<file path="src/rtl/mem_test_sequencer_pkg.sv">
// Shared constants for the memory test sequencer: FSM state codes, pattern
// mode codes and the 4-bit LFSR (x^4 + x^3 + 1) tap mask with its step function.
package mem_test_sequencer_pkg;

    localparam logic [2:0] S_IDLE  = 3'd0;
    localparam logic [2:0] S_WRITE = 3'd1;
    localparam logic [2:0] S_GAP   = 3'd2;
    localparam logic [2:0] S_READ  = 3'd3;
    localparam logic [2:0] S_FLUSH = 3'd4;
    localparam logic [2:0] S_DONE  = 3'd5;

    localparam logic [1:0] PAT_ADDR = 2'd0;
    localparam logic [1:0] PAT_CHK  = 2'd1;
    localparam logic [1:0] PAT_INV  = 2'd2;
    localparam logic [1:0] PAT_LFSR = 2'd3;

    localparam int         LFSR_W    = 4;
    localparam logic [3:0] LFSR_TAPS = 4'b1100;

    // Fibonacci form: feedback is the XOR of the tapped bits, shifted in at bit 0.
    function automatic logic [LFSR_W-1:0] lfsr_step(input logic [LFSR_W-1:0] s);
        return {s[LFSR_W-2:0], ^(s & LFSR_TAPS)};
    endfunction

endpackage

</file>
<file path="src/rtl/mem_test_sequencer_pattern_gen.sv">
// mem_pattern_gen: maps (mode, low address bits, LFSR value) to a test pattern
// and steps the LFSR. Shared by the write and read phases of the sequencer.
module mem_pattern_gen
    import mem_test_sequencer_pkg::*;
#(
    parameter int DATA_W = 4
) (
    input  logic [1:0]        mode,
    input  logic [DATA_W-1:0] addr,
    input  logic [LFSR_W-1:0] lfsr_pat,
    input  logic [LFSR_W-1:0] lfsr_cur,
    output logic [LFSR_W-1:0] lfsr_next,
    output logic [DATA_W-1:0] pattern
);

    assign lfsr_next = lfsr_step(lfsr_cur);

    always_comb begin
        pattern = '0;
        case (mode)
            PAT_ADDR: pattern = addr;
            PAT_CHK:  pattern = addr[0] ? DATA_W'(4'h5) : DATA_W'(4'hA);
            PAT_INV:  pattern = ~addr;
            PAT_LFSR: pattern = DATA_W'(lfsr_pat);
            default:  pattern = '0;
        endcase
    end

endmodule

</file>
<file path="src/rtl/mem_test_sequencer.sv">
// Memory test sequencer: writes a pattern to every address, reads it back and
// counts mismatches. Optional MEM_SEQ_ERR_CAPTURE_EN adds first-mismatch capture.
module mem_test_sequencer
    import mem_test_sequencer_pkg::*;
#(
    parameter int              ADDR_W   = 5,
    parameter int              DATA_W   = 4,
    parameter int              READ_LAT = 1,
    parameter logic [LFSR_W-1:0] SEED   = 4'h9
) (
    input  logic              clk,
    input  logic              rst,
    input  logic              start,
    input  logic [1:0]        mode,
    output logic [ADDR_W-1:0] mem_address,
    output logic [DATA_W-1:0] mem_data_in,
    output logic              mem_write,
    input  logic [DATA_W-1:0] mem_data_out,
    output logic              busy,
    output logic              done,
    output logic              pass,
    output logic [ADDR_W:0]   err_count,
`ifdef MEM_SEQ_ERR_CAPTURE_EN
    output logic              first_err_valid,
    output logic [ADDR_W-1:0] first_err_addr,
    output logic [DATA_W-1:0] first_err_data,
`endif
    output logic [2:0]        state
);

    localparam int             FLUSH_W = (READ_LAT > 1) ? $clog2(READ_LAT) : 1;
    localparam logic [ADDR_W:0] ERR_MAX = (ADDR_W+1)'(2**ADDR_W);

    logic [1:0]         mode_q;
    logic [LFSR_W-1:0]  lfsr_q;
    logic [DATA_W-1:0]  exp_q;
    logic [FLUSH_W-1:0] flush_cnt;
    logic               pipe_vld [READ_LAT];
    logic [DATA_W-1:0]  pipe_exp [READ_LAT];
`ifdef MEM_SEQ_ERR_CAPTURE_EN
    logic [ADDR_W-1:0]  pipe_addr [READ_LAT];
`endif

    logic               start_ok;
    logic               last_addr;
    logic               advance;
    logic [1:0]         gen_mode;
    logic [DATA_W-1:0]  gen_addr;
    logic [LFSR_W-1:0]  gen_lfsr;
    logic [LFSR_W-1:0]  lfsr_nx;
    logic [DATA_W-1:0]  gen_pat;
    logic               mismatch;
    logic [ADDR_W:0]    err_next;

    assign start_ok  = start && (state == S_IDLE || state == S_DONE);
    assign last_addr = (mem_address == '1);
    assign advance   = (state == S_WRITE || state == S_READ) && !last_addr;

    // The generator always produces the pattern for the address presented next cycle.
    assign gen_mode = start_ok ? mode : mode_q;
    assign gen_addr = advance ? mem_address[DATA_W-1:0] + DATA_W'(1) : '0;
    assign gen_lfsr = advance ? lfsr_nx : SEED;

    mem_pattern_gen #(.DATA_W(DATA_W)) u_pattern_gen (
        .mode      (gen_mode),
        .addr      (gen_addr),
        .lfsr_pat  (gen_lfsr),
        .lfsr_cur  (lfsr_q),
        .lfsr_next (lfsr_nx),
        .pattern   (gen_pat)
    );

    assign mismatch = pipe_vld[READ_LAT-1] && (mem_data_out != pipe_exp[READ_LAT-1]);
    assign pass     = done && (err_count == '0);

    always_comb begin
        err_next = err_count;
        if (start_ok)
            err_next = '0;
        else if (mismatch && err_count < ERR_MAX)
            err_next = err_count + (ADDR_W+1)'(1);
    end

    always_ff @(posedge clk) begin
        if (rst) begin
            state       <= S_IDLE;
            mem_address <= '0;
            mem_data_in <= '0;
            mem_write   <= 1'b0;
            busy        <= 1'b0;
            done        <= 1'b0;
            err_count   <= '0;
            mode_q      <= '0;
            lfsr_q      <= SEED;
            exp_q       <= '0;
            flush_cnt   <= '0;
            for (int i = 0; i < READ_LAT; i++) begin
                pipe_vld[i] <= 1'b0;
                pipe_exp[i] <= '0;
            end
        end else begin
            pipe_vld[0] <= (state == S_READ);
            pipe_exp[0] <= exp_q;
            for (int i = 1; i < READ_LAT; i++) begin
                pipe_vld[i] <= pipe_vld[i-1];
                pipe_exp[i] <= pipe_exp[i-1];
            end
            err_count <= err_next;

            case (state)
                S_IDLE, S_DONE: begin
                    if (start_ok) begin
                        state       <= S_WRITE;
                        mode_q      <= mode;
                        mem_address <= '0;
                        mem_data_in <= gen_pat;
                        mem_write   <= 1'b1;
                        lfsr_q      <= SEED;
                        busy        <= 1'b1;
                        done        <= 1'b0;
                    end
                end
                S_WRITE: begin
                    if (last_addr) begin
                        state       <= S_GAP;
                        mem_address <= '0;
                        mem_data_in <= '0;
                        mem_write   <= 1'b0;
                    end else begin
                        mem_address <= mem_address + ADDR_W'(1);
                        mem_data_in <= gen_pat;
                        lfsr_q      <= lfsr_nx;
                    end
                end
                S_GAP: begin
                    state       <= S_READ;
                    mem_address <= '0;
                    lfsr_q      <= SEED;
                    exp_q       <= gen_pat;
                end
                S_READ: begin
                    if (last_addr) begin
                        state       <= S_FLUSH;
                        mem_address <= '0;
                        flush_cnt   <= '0;
                    end else begin
                        mem_address <= mem_address + ADDR_W'(1);
                        exp_q       <= gen_pat;
                        lfsr_q      <= lfsr_nx;
                    end
                end
                S_FLUSH: begin
                    if (flush_cnt == FLUSH_W'(READ_LAT-1)) begin
                        state <= S_DONE;
                        busy  <= 1'b0;
                        done  <= 1'b1;
                    end else begin
                        flush_cnt <= flush_cnt + FLUSH_W'(1);
                    end
                end
                default: state <= S_IDLE;
            endcase
        end
    end

`ifdef MEM_SEQ_ERR_CAPTURE_EN
    always_ff @(posedge clk) begin
        if (rst) begin
            first_err_valid <= 1'b0;
            first_err_addr  <= '0;
            first_err_data  <= '0;
            for (int i = 0; i < READ_LAT; i++)
                pipe_addr[i] <= '0;
        end else begin
            pipe_addr[0] <= mem_address;
            for (int i = 1; i < READ_LAT; i++)
                pipe_addr[i] <= pipe_addr[i-1];
            if (start_ok) begin
                first_err_valid <= 1'b0;
                first_err_addr  <= '0;
                first_err_data  <= '0;
            end else if (mismatch && !first_err_valid) begin
                first_err_valid <= 1'b1;
                first_err_addr  <= pipe_addr[READ_LAT-1];
                first_err_data  <= mem_data_out;
            end
        end
    end
`endif

endmodule
</file>
<file path="config.mk">
export PLATFORM = sky130hd
export DESIGN_NAME = mem_test_sequencer
export DESIGN_NICKNAME = d
export VERILOG_FILES = /design/src/rtl/mem_test_sequencer_pkg.sv /design/src/rtl/mem_test_sequencer_pattern_gen.sv /design/src/rtl/mem_test_sequencer.sv
export SDC_FILE = /design/constraint.sdc
export NUM_CORES = 1
export LEC_CHECK = 0
export ABC_AREA = 1
export BUFFER_PORTS_ARGS = -buffer_cell sky130_fd_sc_hd__buf_2
export CAP_MARGIN = 20
export CORE_UTILIZATION = 40
export CTS_CLUSTER_SIZE = 14
export DETAILED_ROUTE_END_ITERATION = 10
export MAX_ROUTING_LAYER = met4
export SLEW_MARGIN = 20
export SYNTH_ARGS = -nofsm -noshare
export SYNTH_HDL_FRONTEND = slang
export SYNTH_SLANG_ARGS = --single-unit
</file>
<file path="constraint.sdc">
create_clock -name clk -period 2 [get_ports clk]
set_input_delay 0.1 -clock clk [delete_from_list [all_inputs] [get_ports clk]]
set_output_delay 0.1 -clock clk [all_outputs]
set_load 0.05 [all_outputs]
</file>
### After elaboration in Yosys (flattened, before gate mapping)

Memories as Yosys holds them, arrays and structs flattened.
Index checks and enable logic that the tools add are counted.

* multiply operators: 0
* eq/ne operators: 16
* add/subtract/negate cells: 4
* reduce and logical (&&, ||, !) cells: 30
* $lt $le $gt $ge: 1
* divide/modulo/power cells: 0
* shift operators: 0
* muxes and demuxes: 38
* bitwise logic cells: 1

Operator list (count)
* two-way mux 4 bit: 9
* case mux 4 bit (2 select lines): 2
* case mux 4 bit (4 select lines): 1
* case mux 3 bit (5 select lines): 1
* case mux 5 bit (3 select lines): 1
* two-way mux 1 bit: 12
* two-way mux 3 bit: 4
* != test 2 bit (second input constant): 6
* case mux 4 bit (3 select lines): 1
* two-way mux 5 bit: 2
* AND reduction 3 bit: 3
* case mux 1 bit (2 select lines): 4
* AND reduction 2 bit: 4
* nonzero test 2 bit: 4
* adder 6 x 1 -> 6 bit (second input constant): 1
* == test 3 x 2 -> 1 bit (second input constant): 2
* == test 3 bit (second input constant): 2
* logical NOT 6 bit: 1
* < comparator 6 bit (second input constant): 1
* OR reduction 2 bit: 3
* adder 5 x 1 -> 5 bit (second input constant): 1
* == test 5 bit (second input constant): 1
* logical AND 1 bit: 5
* adder 4 x 1 -> 4 bit (second input constant): 1
* other kinds (16): 18

* memories: 2
* input bits: 9
* RAM bits: 5
* output and inout bits: 22
* word-level logic and storage cells: 103
* flip-flop bits (word level): 32
* bits in read-only memories: 0
* bits in latches: 0

Memories
* pipe_exp: depth 1, bits a word 4, read ports 1, clocked after memory_dff 0, write ports 1, line mem_test_sequencer.sv:39 `logic [DATA_W-1:0] pipe_exp [READ_LAT];`
* pipe_vld: depth 1, bits a word 1, read ports 1, clocked after memory_dff 0, write ports 1, line mem_test_sequencer.sv:38 `logic pipe_vld [READ_LAT];`

### Logic depth before layout (Yosys ltp)

Gate-level depths: netlist of run 1.

* word-level depth: 8
* mapped depth: 12
* mapped depth without buffers: 12

### Modules after synthesis

From an unflattened synthesis of run 1, not the netlist that was laid out.

* cell total of the unflattened synthesis: 281
* area total of the unflattened synthesis: 1933.1 µm²

Modules (own cells, without submodules)
* mem_test_sequencer: cells an instance 247, instances 1, area an instance 1737.9 µm², sequential area each 720.7 µm²
* mem_pattern_gen: cells an instance 34, instances 1, area an instance 195.2 µm², sequential area each 0.0 µm²

### Worst setup path after synthesis of run 1

Ideal clock, no wire load.

* path kind: reg-to-output
* from: reg err_count[0]
* to: out pass
* path slack: -0.024 ns
* data arrival time: 1.924 ns
* cell stages (with the launch flop): 5
* data required time: 1.900 ns
* buffers on the path: 0
* path through: dfxtp_1 > inv_1 > ha_1 > nand4_1 > nor3_1

* longest elaborated chain between the ends: 2

Ends and longest elaborated chain
* start, declared: line mem_test_sequencer.sv:22 `output logic [ADDR_W:0] err_count,`
* start signal, assigned: line mem_test_sequencer.sv:108 `err_count <= err_next;`
* logical NOT 6 bit: line mem_test_sequencer.sv:74 `assign pass = done && (err_count == '0);`
* logical AND 1 bit: line mem_test_sequencer.sv:74
* end, declared: line mem_test_sequencer.sv:21 `output logic pass,`

Every way passes these cells.

### Final worst setup path of run 1

* from: reg mem_address[0]
* to: reg mem_data_in[2]

* longest elaborated chain between the ends: 8
* elaborated cells on any way between the ends: 12
* those cells by class: add/sub: 1; eq/ne: 1; mux: 7; bitwise: 1; reduce/logical: 2

Ends and longest elaborated chain
* start, declared: line mem_test_sequencer.sv:15 `output logic [ADDR_W-1:0] mem_address,`
* start signal, assigned: line mem_test_sequencer.sv:130 `mem_address <= mem_address + ADDR_W'(1);`
* start signal, assigned: line mem_test_sequencer.sv:147 `mem_address <= mem_address + ADDR_W'(1);`
* parallel branches: the longest is 7 deep, another holds adder 4 x 1 -> 4 bit
* case mux 4 bit (2 select lines) (*): line mem_test_sequencer.sv:110 `case (state)`
* end signal, assigned: line mem_test_sequencer.sv:116 `mem_data_in <= gen_pat;`
* end signal, assigned: line mem_test_sequencer.sv:131 `mem_data_in <= gen_pat;`
* end, declared: line mem_test_sequencer.sv:16 `output logic [DATA_W-1:0] mem_data_in,`

Mark *: on every way between the ends. The select of a mux whose other input is x is not followed.
A chain may end at the register's enable or synchronous reset.

==> summary.md, run 1 <==
| Metric | Value |
|---|---|
| Run status | finished clean |
| Fin Hold WS | 0.145 ns |
| WL/cell | 11.6 um |
| # diodes | 0 |
| Final Setup Violations | 0 |
| Yosys top cell area share | 41.4% |
| Cell area power density | 1270 nW/um^2 |
| Final count of hold timing violations | 0 |
| CTS root buf | clkbuf_8 |
| Post-layout net count | 286 |
| Period utilization | 89.0% |
| Post-CTS setup buffer count | 0 |
| CTS hold repair buffers | 0 |
| CP startpoint | mem_address[0] |
| R2r setup slk | 0.22 ns |
| CP endpoint | mem_data_in[2] |
| Antenna viol nets, final | 0 |
| Layout fillers | 449 |
| Die height | 68.0 um |
| Via count | 1582 |
| Pins Over Slew Limit | 0 |
| Placement Rows | 23 |
| Area growth, synth to finish | 18.0% |
| Vias/cell | 4.90 |
| R2R depth | 12 |
| H-tree Lvls | 2 |
| Drt first pass iters | 4 |
| VDD IR max | 502 uV |
| RR Endpoint | mem_data_in[2] |
| Leakage | 0.918 nW |
| F_max | 0.562 GHz |
| Residual DRC | 0 |
| Core ar. | 4090 um^2 |
| R2R Path Start | mem_address[0] |
| Die Wd | 68.0 um |
| Final Wtd Congestion | 0.883 |
| YS warnings | 0 |
| Min Tclk post-route | 1.78 ns |
| Worst Tran Pin Value | 0.330 ns |
| Asr flop ratio synth | 0% |
| Sequential area share after synthesis | 41.4% |
| GRT overflow | 0 |
| Total GRT Usage | 18.9% |
| Largest net degree at the start of global routing | 24 |
| EDFF count, synth | 0 |
| Vias in the first global route | 1391 |
| Starting Density | 42.6% |
| CTS max path bufs | 2 |
| Critical path arrival | 2.00 ns |
| Most frequent cells after synthesis | nand2_1, dfxtp_1, inv_1 |
| Unrepaired setup endpoints after global routing | false |
| Primary FF master, synth | dfxtp_1 |
| Worst-skew pair later-pin latency | 0.29 ns |
| Antenna violations before repair | 0 |
| Yosys reg bits | 36 |
| CTS Buf Count | 5 |
| Unique masters post-synth | 30 |
| Fin Setup TNS | 0 ns |
| Hold Path Class | in2reg |
| Critical Path RT | 2.22 ns |
| Crit. End Element | flop |
| TritonCTS Sinks | 36 |
| DR iter-0 viols | 71 |
| Synthesized Nets | 249 |
| Final Skew | 0.00701 ns |
| # IOs | 31 |
| Met1 Resource Use GR | 21.5% |
| Mapped Cells | 235 |
| Slew HR | 78.0% |
| TritonCTS clock tree | built |
| Synth area leader | dfxtp_1 |
| Met2 usage | 29.2% |
| Startpoint Class | flop |
| # Max-Cap Violations | 0 |
| CTS resizes | 0 |
| Syn_area_per_cell | 7.41 um^2 |
| Critical path type | reg2reg |
| GRT busiest layer | met2 |
| Fraction of layout cells with a size suffix above 1 | 21.6% |
| Detailed Route WL | 3730 um |
| Dpl hpwl | 2780 um |
| Met3 usage | 5.67% |
| Mapped cell area | 1740 um^2 |
| Most common cell in the synthesized netlist | nand2_1 |
| Reg clk slew, reported paths | 0.07 ns |
| Largest cells by area after synthesis | dfxtp_1, nand2_1, a21oi_1, nand3_1, inv_1 |
| Die area | 4620 um^2 |
| Port bufs | 30 |
| Critical path fanouts, max | 7 |
| First-pass GRT wire length | 6090 um |
worst min path at each step:
| stage | from | end | cells past startpoint |
|---|---|---|---|
| after floorplan | rst | mem_address[4] | 1 |
| after global placement | exp_q[0] | pipe_exp[0][0] | 2 |
| after detailed placement | exp_q[3] | pipe_exp[0][3] | 2 |
| after CTS | rst | lfsr_q[3] | 3 |
| after global routing | rst | lfsr_q[3] | 3 |
| final | rst | lfsr_q[3] | 3 |
layer usage:
layer  routed length [um]  part of all wire [%]  vias up
met5                    0                     0        -
met2                 1690                    45       33
met3                  163                   4.4        8
met4                  101                   2.7        0
li1                     -                     -      844
met1                 1780                    48      697
worst max-delay path, cell delays in order (launching register included):
cell	delay [ns]
dfxtp_2	0.34
ha_1	0.22
nand2_1	0.07
nor2_1	0.05
ha_1	0.20
inv_1	0.07
nand2_2	0.10
inv_1	0.13
nand2_1	0.07
nand3b_1	0.16
nand3_1	0.09
nand3_1	0.09
a21oi_1	0.12
power breakdown:
part           leakage [nW]  internal [mW]  switching [mW]
sequential            0.294          0.864           0.103
combinational         0.579          0.324           0.778
clock                0.0455          0.281           0.254
total                 0.918           1.47            1.13
layout make-up:
| cell class | instances | area [um^2] | area share [%] |
|---|---|---|---|
| multi-input combinational | 166 | 895 | 43.5 |
| inverter | 30 | 113 | 5.48 |
| sequential | 36 | 722 | 35.1 |
| tap | 50 | 62.6 | 3.05 |
| timing repair buffer | 33 | 173 | 8.40 |
| clock buffer | 8 | 90.1 | 4.38 |
registers in the layout, summed over array words and instances, names as in the netlist:
name	cells
err_count	6
mem_address	5
exp_q	4
lfsr_q	4
mem_data_in	4
pipe_exp	4
state	3
mode_q	2
busy	1
done	1
mem_write	1
pipe_vld	1
kinds of logic (layout without fill, tap and decap cells):
kind of cell,count (synthesis),count (layout),share of synthesized area (%)
simple gates,112,112,30.2
compound gates,40,40,12.7
flops,36,36,41.4
buf+inv,33,71,7.54
xor+xnor,9,9,4.53
fa+ha+maj,5,5,3.59
stage by stage:
stage | area (um^2) | total power, mW | setup WS, ns | util, % | instances
after global routing | 2050 | 2.79 | 0.00556 | 50.3 | 323
after detailed placement | 1960 | 2.09 | 0.202 | 48.1 | 315
final | 2050 | 2.60 | 0.219 | 50.3 | 323
after global placement | 1960 | 2.09 | 0.242 | 48.1 | 315
after CTS | 2050 | 2.63 | 0.186 | 50.3 | 323
after floorplan | 1750 | 1.83 | 0.00184 | - | 235
layout by cell type, fill, tap and decap left out, drive strengths merged:
master  netlist  routed
o21ai        12      12
a21oi        22      22
nor3          3       3
o22ai         1       1
xor2          3       3
nor3b         1       1
xnor2         6       6
a41oi         1       1
nand4         6       6
or2           2       2
dfxtp        36      36
ha            5       5
nand3        22      22
nand3b        3       3
buf           1      33
clkbuf        2       8
a211oi        1       1
nor2         18      18
a31oi         1       1
nand2        57      57
inv          30      30
o211ai        2       2
No activity file was read; power rests on OpenSTA's default activity.
==> inputs of run 2 (changes only) <==
Settings changed: BUFFER_PORTS_ARGS -buffer_cell sky130_fd_sc_hd__buf_2 to -buffer_cell sky130_fd_sc_hd__clkbuf_2, CORE_UTILIZATION 40 to 55, PLACE_DENSITY set to 0.79.
==> summary.md, run 2 (synthesis results as in run 1) <==
| Metric | Value |
|---|---|
| Max FFs per register | 6 |
| VDD IR max | 705 uV |
| Residual DRC | 0 |
| Fin Setup TNS | 0 ns |
| Most frequent cells in the layout | nand2_1, dfxtp_1, clkbuf_2 |
| Run status | finished clean |
| Layout fillers | 295 |
| Antenna violations before repair | 0 |
| Die height | 58.3 um |
| Via count | 1640 |
| Min Tclk post-route | 1.81 ns |
| Slowest CP cell | dfxtp_1 |
| Leakage | 0.890 nW |
| CTS max path bufs | 2 |
| Die Wd | 58.3 um |
| Biggest regs | err_count: 6 flops, mem_address: 5 flops |
| TritonCTS clock tree | built |
| Drt first pass iters | 4 |
| Critical path type | reg2reg |
| Unrepaired setup endpoints after global routing | false |
| Cell area power density | 1230 nW/um^2 |
| Vias/cell | 5.17 |
| Detailed Route WL | 3730 um |
| Antenna viol nets, final | 0 |
| Final Wtd Congestion | 0.845 |
| Pins Over Slew Limit | 0 |
| Critical path arrival | 2.08 ns |
| Fraction of layout cells with a size suffix above 1 | 21.6% |
| CP cell instances | ha_1 > nand2_1 > nor2_1 > ha_1 > inv_1 > nand2_2 > inv_1 > nand2_1 > nand3_1 > nand3_1 > nand2_1 > a21oi_1 |
| Worst-skew pair later-pin latency | 0.33 ns |
| Hold Path Class | in2reg |
| CTS resizes | 0 |
| Area of the multi-input gates | 895 um^2 |
| F_max | 0.552 GHz |
| # IOs | 31 |
| Non-Filler Instances | 317 |
| Worst path max stage delay | 0.39 ns |
| Vias in the first global route | 1414 |
| Worst Tran Pin Value | 0.319 ns |
| Design Area, Final | 2020 um^2 |
| DR iter-0 viols | 59 |
| Period utilization | 90.5% |
| Post-CTS setup buffer count | 0 |
| Final count of hold timing violations | 0 |
| Area growth, synth to finish | 15.7% |
| GRT overflow | 0 |
| Critical Path RT | 2.27 ns |
| Startpoint Class | flop |
| Placed Area | 1960 um^2 |
| Most Frequent Cell on Critical Path | nand2_1 |
| CTS Buf Count | 5 |
| Largest net degree at the start of global routing | 24 |
| Port bufs | 30 |
| Final Setup Violations | 0 |
| Placement Rows | 20 |
| Starting Density | 57.5% |
| Final Skew | 0.00326 ns |
| Post-layout net count | 286 |
| Die area | 3400 um^2 |
| Core ar. | 3030 um^2 |
| Total GRT Usage | 24.3% |
| Critical path fanouts, max | 7 |
| TritonCTS Sinks | 36 |
| Dpl cells | 309 |
| H-tree Lvls | 2 |
| # diodes | 0 |
| Largest Register | err_count |
| Storage cell area | 722 um^2 |
| Slew HR | 78.7% |
| Crit. End Element | flop |
| # Max-Cap Violations | 0 |
| Reg clk slew, reported paths | 0.10 ns |
| First-pass GRT wire length | 6000 um |
| WL/cell | 11.8 um |
| Commonest non-fill, non-tap cell in the layout | nand2_1 |
| Dpl hpwl | 2700 um |
| CTS root buf | clkbuf_4 |
| CTS hold repair buffers | 0 |
-- run 2: layout make-up --
class | count | share of cell area (%)
Clock buffer | 8 | 2.92
Inverter | 30 | 5.59
Multi-Input combinational cell | 166 | 44.4
Sequential cell | 36 | 35.8
Tap cell | 44 | 2.73
Timing Repair Buffer | 33 | 8.57
-- run 2: routing by layer --
metal	GRT usage (%)	vias up	routed length, um
met3	4.02	4	161
met5	-	-	0
li1	-	844	-
met1	27.6	750	1640
met2	41.7	42	1890
met4	11.2	0	37
-- run 2: path summary, 6_finish.rpt --
kind | slack [ns] | depth (start not counted) | from | to
min reg2reg | 0.42 | 2 | exp_q[1] | pipe_exp[0][1]
max | 0.19 | 12 | mem_address[1] | exp_q[1]
max reg2reg | 0.19 | 12 | mem_address[1] | exp_q[1]
min | 0.11 | 3 | rst | lfsr_q[3]
-- run 2: power breakdown --
part           internal [mW]  leakage (nW)  switching, mW
Clock                  0.173        0.0326          0.220
Sequential             0.863         0.294          0.102
Combinational          0.322         0.563          0.797
-- run 2: stage by stage --
step	power (mW)	hold WS (ns)	util, %	setup slack (ns)
floorplan	1.83	0.169	-	0.00184
detailed placement	2.08	0.408	64.6	0.216
global route	2.64	0.125	66.6	0.0159
finish	2.48	0.109	66.6	0.190
global placement	2.06	0.408	64.6	0.265
CTS	2.48	0.0999	66.6	0.191
-- run 2: critical path: cells and delay by family (launching register included) --
family                   cells  cell delay [ns]
AO/OA/AOI/OAI                1             0.12
adder cells (fa/ha/maj)      2             0.39
buffers and inverters        2             0.16
flip-flops                   1             0.39
AND/OR/NAND/NOR              7             0.69
==> inputs of run 3 (changes only) <==
Settings changed: ABC_AREA 1 to not set.
==> summary.md, run 3 <==
| Metric | Value |
|---|---|
| Run status | finished, violations left |
| Failing checks | negative setup slack |
| # diodes | 0 |
| Dpl hpwl | 3210 um |
| Yosys reg bits | 36 |
| Most frequent cells in the layout | dfxtp_1, clkbuf_2, nor2_1 |
| Crit. End Element | flop |
| Unrepaired setup endpoints after global routing | true |
| Final Wtd Congestion | 0.886 |
| Die Wd | 58.9 um |
| Period utilization | 107% |
| Switching share of power | 28.4% |
| Placement Rows | 20 |
| Dpl cells | 283 |
| Min Tclk post-route | 2.15 ns |
| H-tree Lvls | 2 |
| Mapped Cells | 204 |
| First-pass GRT wire length | 7000 um |
| YS warnings | 0 |
| Placed Area | 2090 um^2 |
| P_sw | 0.430 mW |
| CTS max path bufs | 2 |
| GRT overflow | 0 |
| Synthesized Nets | 218 |
| Unique masters post-synth | 47 |
| Clk network pwr share | 34.1% |
| CTS Buf Count | 5 |
| Largest cells by area after synthesis | dfxtp_1, nor2_1, xnor2_1, nand2b_1, a21oi_1 |
| Critical path fanouts, max | 5 |
| Pins Over Slew Limit | 0 |
| Drt first pass iters | 5 |
| Critical path type | reg2reg |
| F_max | 0.466 GHz |
| Most frequent cells after synthesis | dfxtp_1, nor2_1, a21oi_1, nand2_1, nand2b_1 |
| Mapped cell area | 1780 um^2 |
| Sequential area share after synthesis | 40.4% |
| VDD IR max | 442 uV |
| Port bufs | 30 |
| Critical Path RT | 2.26 ns |
| Startpoint Class | flop |
| DR iter-0 viols | 67 |
| Asr flop ratio synth | 0% |
| Most common cell in the synthesized netlist | dfxtp_1 |
| Biggest regs | err_count: 6 flops, mem_address: 5 flops |
| Layout fillers | 257 |
| Total GRT Usage | 28.2% |
| Storage cell area | 731 um^2 |
| Final count of hold timing violations | 0 |
| Leakage | 0.915 nW |
| Worst Tran Pin Value | 0.568 ns |
| Residual DRC | 0 |
| Max FFs per register | 6 |
| Fraction of layout cells with a size suffix above 1 | 28.9% |
| CTS root buf | clkbuf_4 |
| Antenna violations before repair | 0 |
| Final Skew | 0.00683 ns |
| Largest net degree at the start of global routing | 31 |
| Hold Path Class | in2reg |
| Primary FF master, synth | dfxtp_1 |
| Register share of total power | 49.9% |
| Worst-skew pair later-pin latency | 0.34 ns |
| Synth area leader | dfxtp_1 |
| Commonest non-fill, non-tap cell in the layout | dfxtp_1 |
| Final setup margin | -0.146 ns |
| Cell area power density | 679 nW/um^2 |
| Area growth, synth to finish | 25.1% |
| Int Pwr | 1.08 mW |
| Syn_area_per_cell | 8.73 um^2 |
| # Max-Cap Violations | 0 |
| Critical path arrival | 2.41 ns |
| Reg clk slew, reported paths | 0.12 ns |
| EDFF count, synth | 0 |
| Core ar. | 3050 um^2 |
| # IOs | 31 |
| Die height | 58.9 um |
| Antenna viol nets, final | 0 |
| R2r setup slk | -0.15 ns |
| Non-Filler Instances | 293 |
| Area of the multi-input gates | 1080 um^2 |
| Starting Density | 58.4% |
| Slew HR | 61.6% |
| Largest Register | err_count |
| Post-layout net count | 262 |
| TritonCTS Sinks | 36 |
| Die area | 3470 um^2 |
| Design Area, Final | 2230 um^2 |
| Combinational power share | 16.0% |
| Final Setup Violations | 8 |
| Detailed Route WL | 4450 um |
| Vias in the first global route | 1608 |
| TritonCTS clock tree | built |
| WL/cell | 15.2 um |
| Via count | 1701 |
| Yosys top cell area share | 40.4% |
| Vias/cell | 5.81 |
| Final core utilization | 73.0% |
run 3: cell count changes after synthesis, moves of 4 or more:
| cell | previous run | this run |
|---|---|---|
| xor2_1 | 3 | 7 |
| nand3_1 | 21 | 4 |
| nand2_2 | 7 | 0 |
| inv_1 | 27 | 4 |
| nand4_1 | 6 | 1 |
| a21oi_1 | 22 | 13 |
| nor2b_1 | 0 | 7 |
| nor2_1 | 16 | 25 |
| nand2b_1 | 0 | 11 |
| nand2_1 | 49 | 13 |
| a22oi_1 | 0 | 4 |
run 3: kinds of logic after synthesis:
logic type                 Yosys count  synth area share (%)
AOI/OAI and AO/OA                   54                  20.5
buffers and inverters               12                  3.09
DFF                                 36                  40.4
xor gates and xnor gates            15                  7.37
and+or+nand+nor                     82                  25.1
adders and majority gates            5                  3.51
run 3: layout make-up:
class	count	area share, %
Inverter	4	0.673
Clock inverter	3	1.85
Timing Repair Buffer	45	12.2
Tap cell	44	2.47
Clock buffer	5	1.68
Sequential cell	36	32.8
Multi-Input combinational cell	156	48.4
run 3: critical path, stage by stage (launching register included):
cell and delay [ns]:
dfxtp_4 0.37, ha_4 0.16, and3_4 0.18, ha_4 0.15
or4b_4 0.59, nor2_4 0.18, o21ai_1 0.10, o311a_1 0.15
a211oi_2 0.18
run 3: per-layer routing:
| metal | global-route usage (%) | share of wire (%) |
|---|---|---|
| met3 | 7.69 | 5.6 |
| met5 | - | 0 |
| met2 | 46.4 | 51 |
| met1 | 30.0 | 39 |
| met4 | 17.0 | 3.6 |
run 3: worst paths after layout:
| path | start | to | cells after the start |
|---|---|---|---|
| worst min register to register | mem_data_in[1] | mem_data_in[1] | 2 |
| worst max register to register | mem_address[1] | exp_q[2] | 8 |
| worst max-delay path | mem_address[1] | exp_q[2] | 8 |
| worst min-delay path | mode[1] | mode_q[1] | 4 |
run 3: power by group through the flow:
stage | Combinational (mW) | Clock [mW] | Sequential [mW]
3_3_place_gp | 0.217 | 0 | 0.770
2_1_floorplan | 0.115 | 0 | 0.811
3_5_place_dp | 0.225 | 0 | 0.772
4_1_cts | 0.228 | 0.525 | 0.756
6_report | 0.242 | 0.516 | 0.756
5_1_grt | 0.257 | 0.557 | 0.759
run 3: what timing repair did:
action / 4_1_cts / 5_1_grt
pin swaps: 4 / 5
hold buffers: 0 / 0
setup endpoints to repair: 9 / 8
setup buffers: 0 / 2
resized for setup: 6 / 3
run 3: through the flow:
stage               worst slack [ns]  hold slack (ns)  power [mW]  TNS, ns
floorplan                    -0.0829            0.183       0.926   -0.396
global placement             -0.0190            0.443       0.987  -0.0474
detailed placement           -0.0899            0.452       0.997   -0.414
CTS                          -0.0764            0.159        1.51   -0.406
global route                  -0.231            0.160        1.57    -1.37
finish                        -0.146            0.180        1.51   -0.849
